[config.mk]
export PLATFORM = sky130hd
export DESIGN_NAME = fnd_scan_counter
export DESIGN_NICKNAME = d
export VERILOG_FILES = /design/src/rtl/fnd_scan_counter.sv
export SDC_FILE = /design/constraint.sdc
export NUM_CORES = 1
export LEC_CHECK = 0
export ABC_AREA = 1
export CAP_MARGIN = 20
export CORE_MARGIN = 5
export CORE_UTILIZATION = 50
export CTS_BUF_LIST = sky130_fd_sc_hd__clkbuf_16
export DETAILED_ROUTE_END_ITERATION = 10
export GPL_TIMING_DRIVEN = 0
export PLACE_DENSITY = 0.76
export SYNTH_ARGS = -nofsm -noshare
export SYNTH_HDL_FRONTEND = slang
export SYNTH_SLANG_ARGS = --single-unit
[constraint.sdc]
create_clock -name i_clk -period 1.6 [get_ports i_clk]
set_clock_uncertainty 0.2 [all_clocks]
set_input_delay 0.32 -clock i_clk [delete_from_list [all_inputs] [get_ports i_clk]]
set_output_delay 0.32 -clock i_clk [all_outputs]
set_load 0.005 [all_outputs]
[src/rtl/fnd_scan_counter.sv]
// rtl/fnd_scan_counter.sv - FND scan counter: prescaled digit select, frame-latched nibble, on/off state (optional FND_LEADING_ZERO_BLANK_EN)
module fnd_scan_counter #(
  parameter int DIV_COUNT = 100000,
  parameter bit POWER_ON  = 1'b1
) (
  input  logic        i_clk,
  input  logic        i_reset,
  input  logic [15:0] i_value,
  input  logic        i_onOffBtn,
  output logic [2:0]  o_select,
  output logic [3:0]  o_digitValue,
  output logic        o_blank,
  output logic        o_on,
  output logic        o_frameStart
);

  localparam int PW = (DIV_COUNT > 1) ? $clog2(DIV_COUNT) : 1;
  localparam logic [PW-1:0] PRESC_LAST = PW'(DIV_COUNT - 1);

  typedef enum logic {
    OFF = 1'b0,
    RUN = 1'b1
  } stateType;

  stateType      state, stateNext;
  logic [PW-1:0] prescaler, prescNext;
  logic [15:0]   latchValue, latchNext;
  logic [2:0]    selNext;
  logic [3:0]    digitNext;
  logic          frameNext;
  logic          blankNext;
  logic          btnDly;
  logic          btnEdge;
  logic          tick;

  function automatic logic [3:0] nibbleOf(input logic [15:0] v, input logic [1:0] idx);
    return v[{idx, 2'b00} +: 4];
  endfunction

`ifdef FND_LEADING_ZERO_BLANK_EN
  // Index of the most significant non-zero nibble; 0 when the value is 0,
  // which keeps digit 0 visible so a zero value still shows one "0".
  function automatic logic [1:0] topDigit(input logic [15:0] v);
    logic [1:0] top;
    top = 2'd0;
    for (int k = 1; k < 4; k++) begin
      if (v[k*4 +: 4] != 4'd0) top = 2'(k);
    end
    return top;
  endfunction
`endif

  assign o_on    = (state == RUN);
  assign btnEdge = i_onOffBtn & ~btnDly;
  assign tick    = (prescaler == PRESC_LAST);

  // Next-state and next-output decode: button edge outranks the scan tick.
  always_comb begin
    stateNext = state;
    prescNext = prescaler;
    selNext   = o_select;
    latchNext = latchValue;
    digitNext = o_digitValue;
    frameNext = 1'b0;
    case (state)
      OFF: begin
        prescNext = '0;
        selNext   = 3'd0;
        digitNext = 4'd0;
        if (btnEdge) begin
          stateNext = RUN;
          latchNext = i_value;
          digitNext = i_value[3:0];
          frameNext = 1'b1;
        end
      end
      RUN: begin
        if (btnEdge) begin
          stateNext = OFF;
          prescNext = '0;
          selNext   = 3'd0;
          digitNext = 4'd0;
        end else if (tick) begin
          prescNext = '0;
          selNext   = o_select + 3'd1;
          if (o_select == 3'd7) begin
            latchNext = i_value;
            digitNext = i_value[3:0];
            frameNext = 1'b1;
          end else begin
            digitNext = nibbleOf(latchValue, selNext[1:0]);
          end
        end else begin
          prescNext = prescaler + PW'(1);
        end
      end
      default: begin
        stateNext = OFF;
      end
    endcase
`ifdef FND_LEADING_ZERO_BLANK_EN
    blankNext = (stateNext == OFF) || (selNext[1:0] > topDigit(latchNext));
`else
    blankNext = (stateNext == OFF);
`endif
  end

  // State and output registers; blank is registered alongside select.
  always_ff @(posedge i_clk) begin
    if (!i_reset) begin
      state        <= stateType'(POWER_ON);
      prescaler    <= '0;
      o_select     <= 3'd0;
      latchValue   <= 16'd0;
      o_digitValue <= 4'd0;
      btnDly       <= 1'b0;
      o_frameStart <= 1'b0;
      o_blank      <= ~POWER_ON;
    end else begin
      state        <= stateNext;
      prescaler    <= prescNext;
      o_select     <= selNext;
      latchValue   <= latchNext;
      o_digitValue <= digitNext;
      btnDly       <= i_onOffBtn;
      o_frameStart <= frameNext;
      o_blank      <= blankNext;
    end
  end

endmodule

==> impl_metrics.ini <==
[run_status]
status = complete, but fails checks
violations = setup timing

[synthesis]
yosys-mux-area-fraction = 0
synth_nets = 355
synth_top_family_by_area = simple AND/OR/NAND/NOR gates
yosysTopAreaCell = dfxtp_1
syn_area_sq_mm = 0.00230
synth.top_cell.area_share = 0.383
synth_compound_area_frac = 0.141
synth-xor-area-share = 0
ys_ff_latch = 44
yosys_warnings = 0
avgSynthCellArea_sq_um = 6.95
ys_types = 32
yosysSeqAreaShare = 0.383
netlist_instances = 331
synthAdderAreaFrac = 0.0272
yosys.area_share.simple = 0.339
synth.area.top_cells = dfxtp_1, nand2_1, nor2_1, inv_1, nand3_1

[die]
core_sq_mm = 0.00441
ioPinCount = 29
start_util = 0.521
die_area_sq_mm = 0.00606
die-width_um = 77.8
rows = 24
die_y_um = 77.8

[setup_path]
r2r_slack_ps = -100
worstSetupStartpointType = flip-flop
arrival_ps = 1660
r2r-start = prescaler[1]$_SDFF_PP0_
worstPathCellList = ha_4, nand2_4, nor2_4, nand3_4, buf_8, buf_12, a22oi_1, nor2_1
crit_slowest_cell = dfxtp_2
path_max_fanout = 5
worst-setup-path-type = reg2reg
critical_path.max_stage_delay_ps = 360
worst_ep_required_time_ps = 1560
reg2reg_depth = 8
worstSetupEndpointType = flip-flop
r2r-end = o_select[0]$_SDFFE_PN0P_

[placement]
io_buffers = 27
placed_area_sq_mm = 0.00264
hpwl_um = 3480
place_congestion = 0.872

[clock_network]
hold_buffers = 0
cts_tree = done
cts.sinks = 44
cts_buffers = 5
clockBufferDepth = 2
cts-root-buf = clkbuf_16
clk_latency_ps = 280
h-tree-depth = 2
path_clk_slew_ps = 50

[final_layout]
drive_above_1_share = 0.345
num_antenna_cells = 0
nets = 406
stdcell_area_sq_mm = 0.00332
finish.utilization = 0.752
area_delta_synth_final_pct = 44.3
fillerInstances = 312

[route]
dr_total_vias = 2303
dr.pass1.iters = 4
drc_errors = 0
first_iter_violations = 104
vias_per_cell = 5.29
wl_per_cell_um = 14.3
ant_nets = 0
drt_wl_total_um = 6240

[grt]
grt_usage = 0.194
grt_pass1_wl_um = 9600
grt_max_degree = 13
overflow = 0
first_global_vias = 2180
antenna_found_initial = 0

[hold_path]
hold_class = in2reg
min_path_cells = 3
hold_end = btnDly$_SDFF_PN0_
worstHoldStart = i_onOffBtn

[timing]
rsz0062_at_grt = true
setup_ws_ps = -99.6
period_needed_ps = 1700
final.setup.tns_ps = -1330
setup-violations-final = 28
tightestPinTransition_ps = 569
slew_headroom = 0.620
finalMaxSlewViolations = 0
max_freq_mhz = 588
hold_violations = 0
period_share = 1.06

[pwr]
pwr_density_cell_mw_per_mm2 = 836
power_mw = 2.78
leakagePower_nw = 1.33
peakVddDrop_mv = 0.561

[job]
maxCapViolCount = 0
==> worst max-delay path, delay by kind of cell, from the launching register on <==
family / cells / cell delay (ps)
AOI/OAI and AO/OA: 1 / 180
DFF: 1 / 360
buffers and inverters: 2 / 280
and+or+nand+nor: 4 / 410
adders and majority gates: 1 / 160
==> per-layer routing <==
layer	part of all wire	track usage	up-vias
li1	-	-	1157
met2	0.54	0.352	52
met5	0	0	-
met4	0.017	0.0464	0
met1	0.40	0.223	1081
met3	0.043	0.0532	13
==> placed cells by master, fill, tap and decap left out, types with 3 or more instances in the layout <==
| cell | Yosys | routed |
|---|---|---|
| ha_4 | 0 | 3 |
| dfxtp_1 | 44 | 31 |
| o21ai_2 | 0 | 9 |
| buf_12 | 0 | 3 |
| nand3_2 | 1 | 17 |
| a21oi_1 | 21 | 15 |
| buf_4 | 2 | 11 |
| nor3_1 | 5 | 4 |
| buf_8 | 0 | 3 |
| inv_1 | 37 | 35 |
| clkbuf_16 | 0 | 7 |
| nand2_2 | 4 | 7 |
| or2_2 | 3 | 3 |
| a21oi_2 | 9 | 15 |
| nor2_2 | 1 | 11 |
| dfxtp_2 | 0 | 9 |
| nand2_1 | 64 | 57 |
| dlygate4sd2_1 | 0 | 11 |
| o21ai_0 | 19 | 4 |
| nor2_1 | 63 | 51 |
| o21ai_1 | 0 | 6 |
| inv_2 | 2 | 5 |
| nand4_1 | 4 | 4 |
| clkdlybuf4s50_1 | 0 | 16 |
| nand3_1 | 23 | 6 |
| nand2_4 | 0 | 3 |
| nor3b_2 | 1 | 3 |
| dfxtp_4 | 0 | 4 |
| buf_6 | 5 | 7 |
| nor2_4 | 1 | 3 |
==> synth_stat cells, drive strengths merged <==
master	n
nor3	5
nand3b	1
nand3	25
a21oi	31
nand4	4
ha	5
o21a	1
buf	10
dfxtp	44
a22oi	3
nand2	68
nor3b	3
inv	39
or2	5
o21ai	19
nor2	65
clkbuf	3
==> kinds of logic after synthesis <==
kind of cell               after synthesis
buffers and inverters                   52
and+or+nand+nor                        176
AOI/OAI and AO/OA                       54
DFF                                     44
adders and majority gates                5
==> sequential cells by signal, indices dropped and copies added, names as in the netlist <==
register,flops
o_on,1
btnDly,1
o_frameStart,1
latchValue,16
o_blank,1
prescaler,17
o_select,3
o_digitValue,4
==> timing repair <==
item,4_1_cts,5_1_grt
gates cloned,5,1
pin swaps,30,26
gates resized for setup,84,45
setup buffers,10,3
setup endpoints to repair,44,41
==> worst max-delay path by stage <==
| stage | from | end | slack, ps | cells past startpoint |
|---|---|---|---|---|
| floorplan | o_select[0]$_SDFFE_PN0P_ | latchValue[12]$_SDFFE_PN0P_ | 10 | 8 |
| global placement | i_onOffBtn | latchValue[8]$_SDFFE_PN0P_ | -480 | 8 |
| detailed placement | i_onOffBtn | latchValue[8]$_SDFFE_PN0P_ | -490 | 8 |
| CTS | o_select[1]$_SDFFE_PN0P_ | latchValue[8]$_SDFFE_PN0P_ | -60 | 8 |
| global route | prescaler[10]$_SDFF_PP0_ | o_select[0]$_SDFFE_PN0P_ | -180 | 7 |
| finish | prescaler[1]$_SDFF_PP0_ | o_select[0]$_SDFFE_PN0P_ | -100 | 8 |
==> area by class of cell <==
class,instances,area [sq um],area share
Timing Repair Buffer,45,464,0.140
Inverter,39,151,0.0456
Tap cell,52,65.1,0.0196
Clock inverter,3,11.3,0.00339
Buffer,12,134,0.0403
Clock buffer,5,125,0.0377
Multi-Input combinational cell,235,1460,0.440
Sequential cell,44,907,0.273
==> where the power goes <==
part | switching, mW | total, mW | internal (mW)
clock | 0.388 | 0.949 | 0.561
sequential | 0.0373 | 1.18 | 1.14
combinational | 0.355 | 0.650 | 0.296
total | 0.779 | 2.78 | 2.00
==> stage by stage <==
stage,hold WS (ps),cells,worst slack [ps]
after floorplan,213,331,12.9
after global placement,231,410,-476
after detailed placement,245,410,-490
after CTS,179,432,-63.3
after global routing,220,435,-183
final,180,435,-99.6
Power figures use the tool's default switching activity.
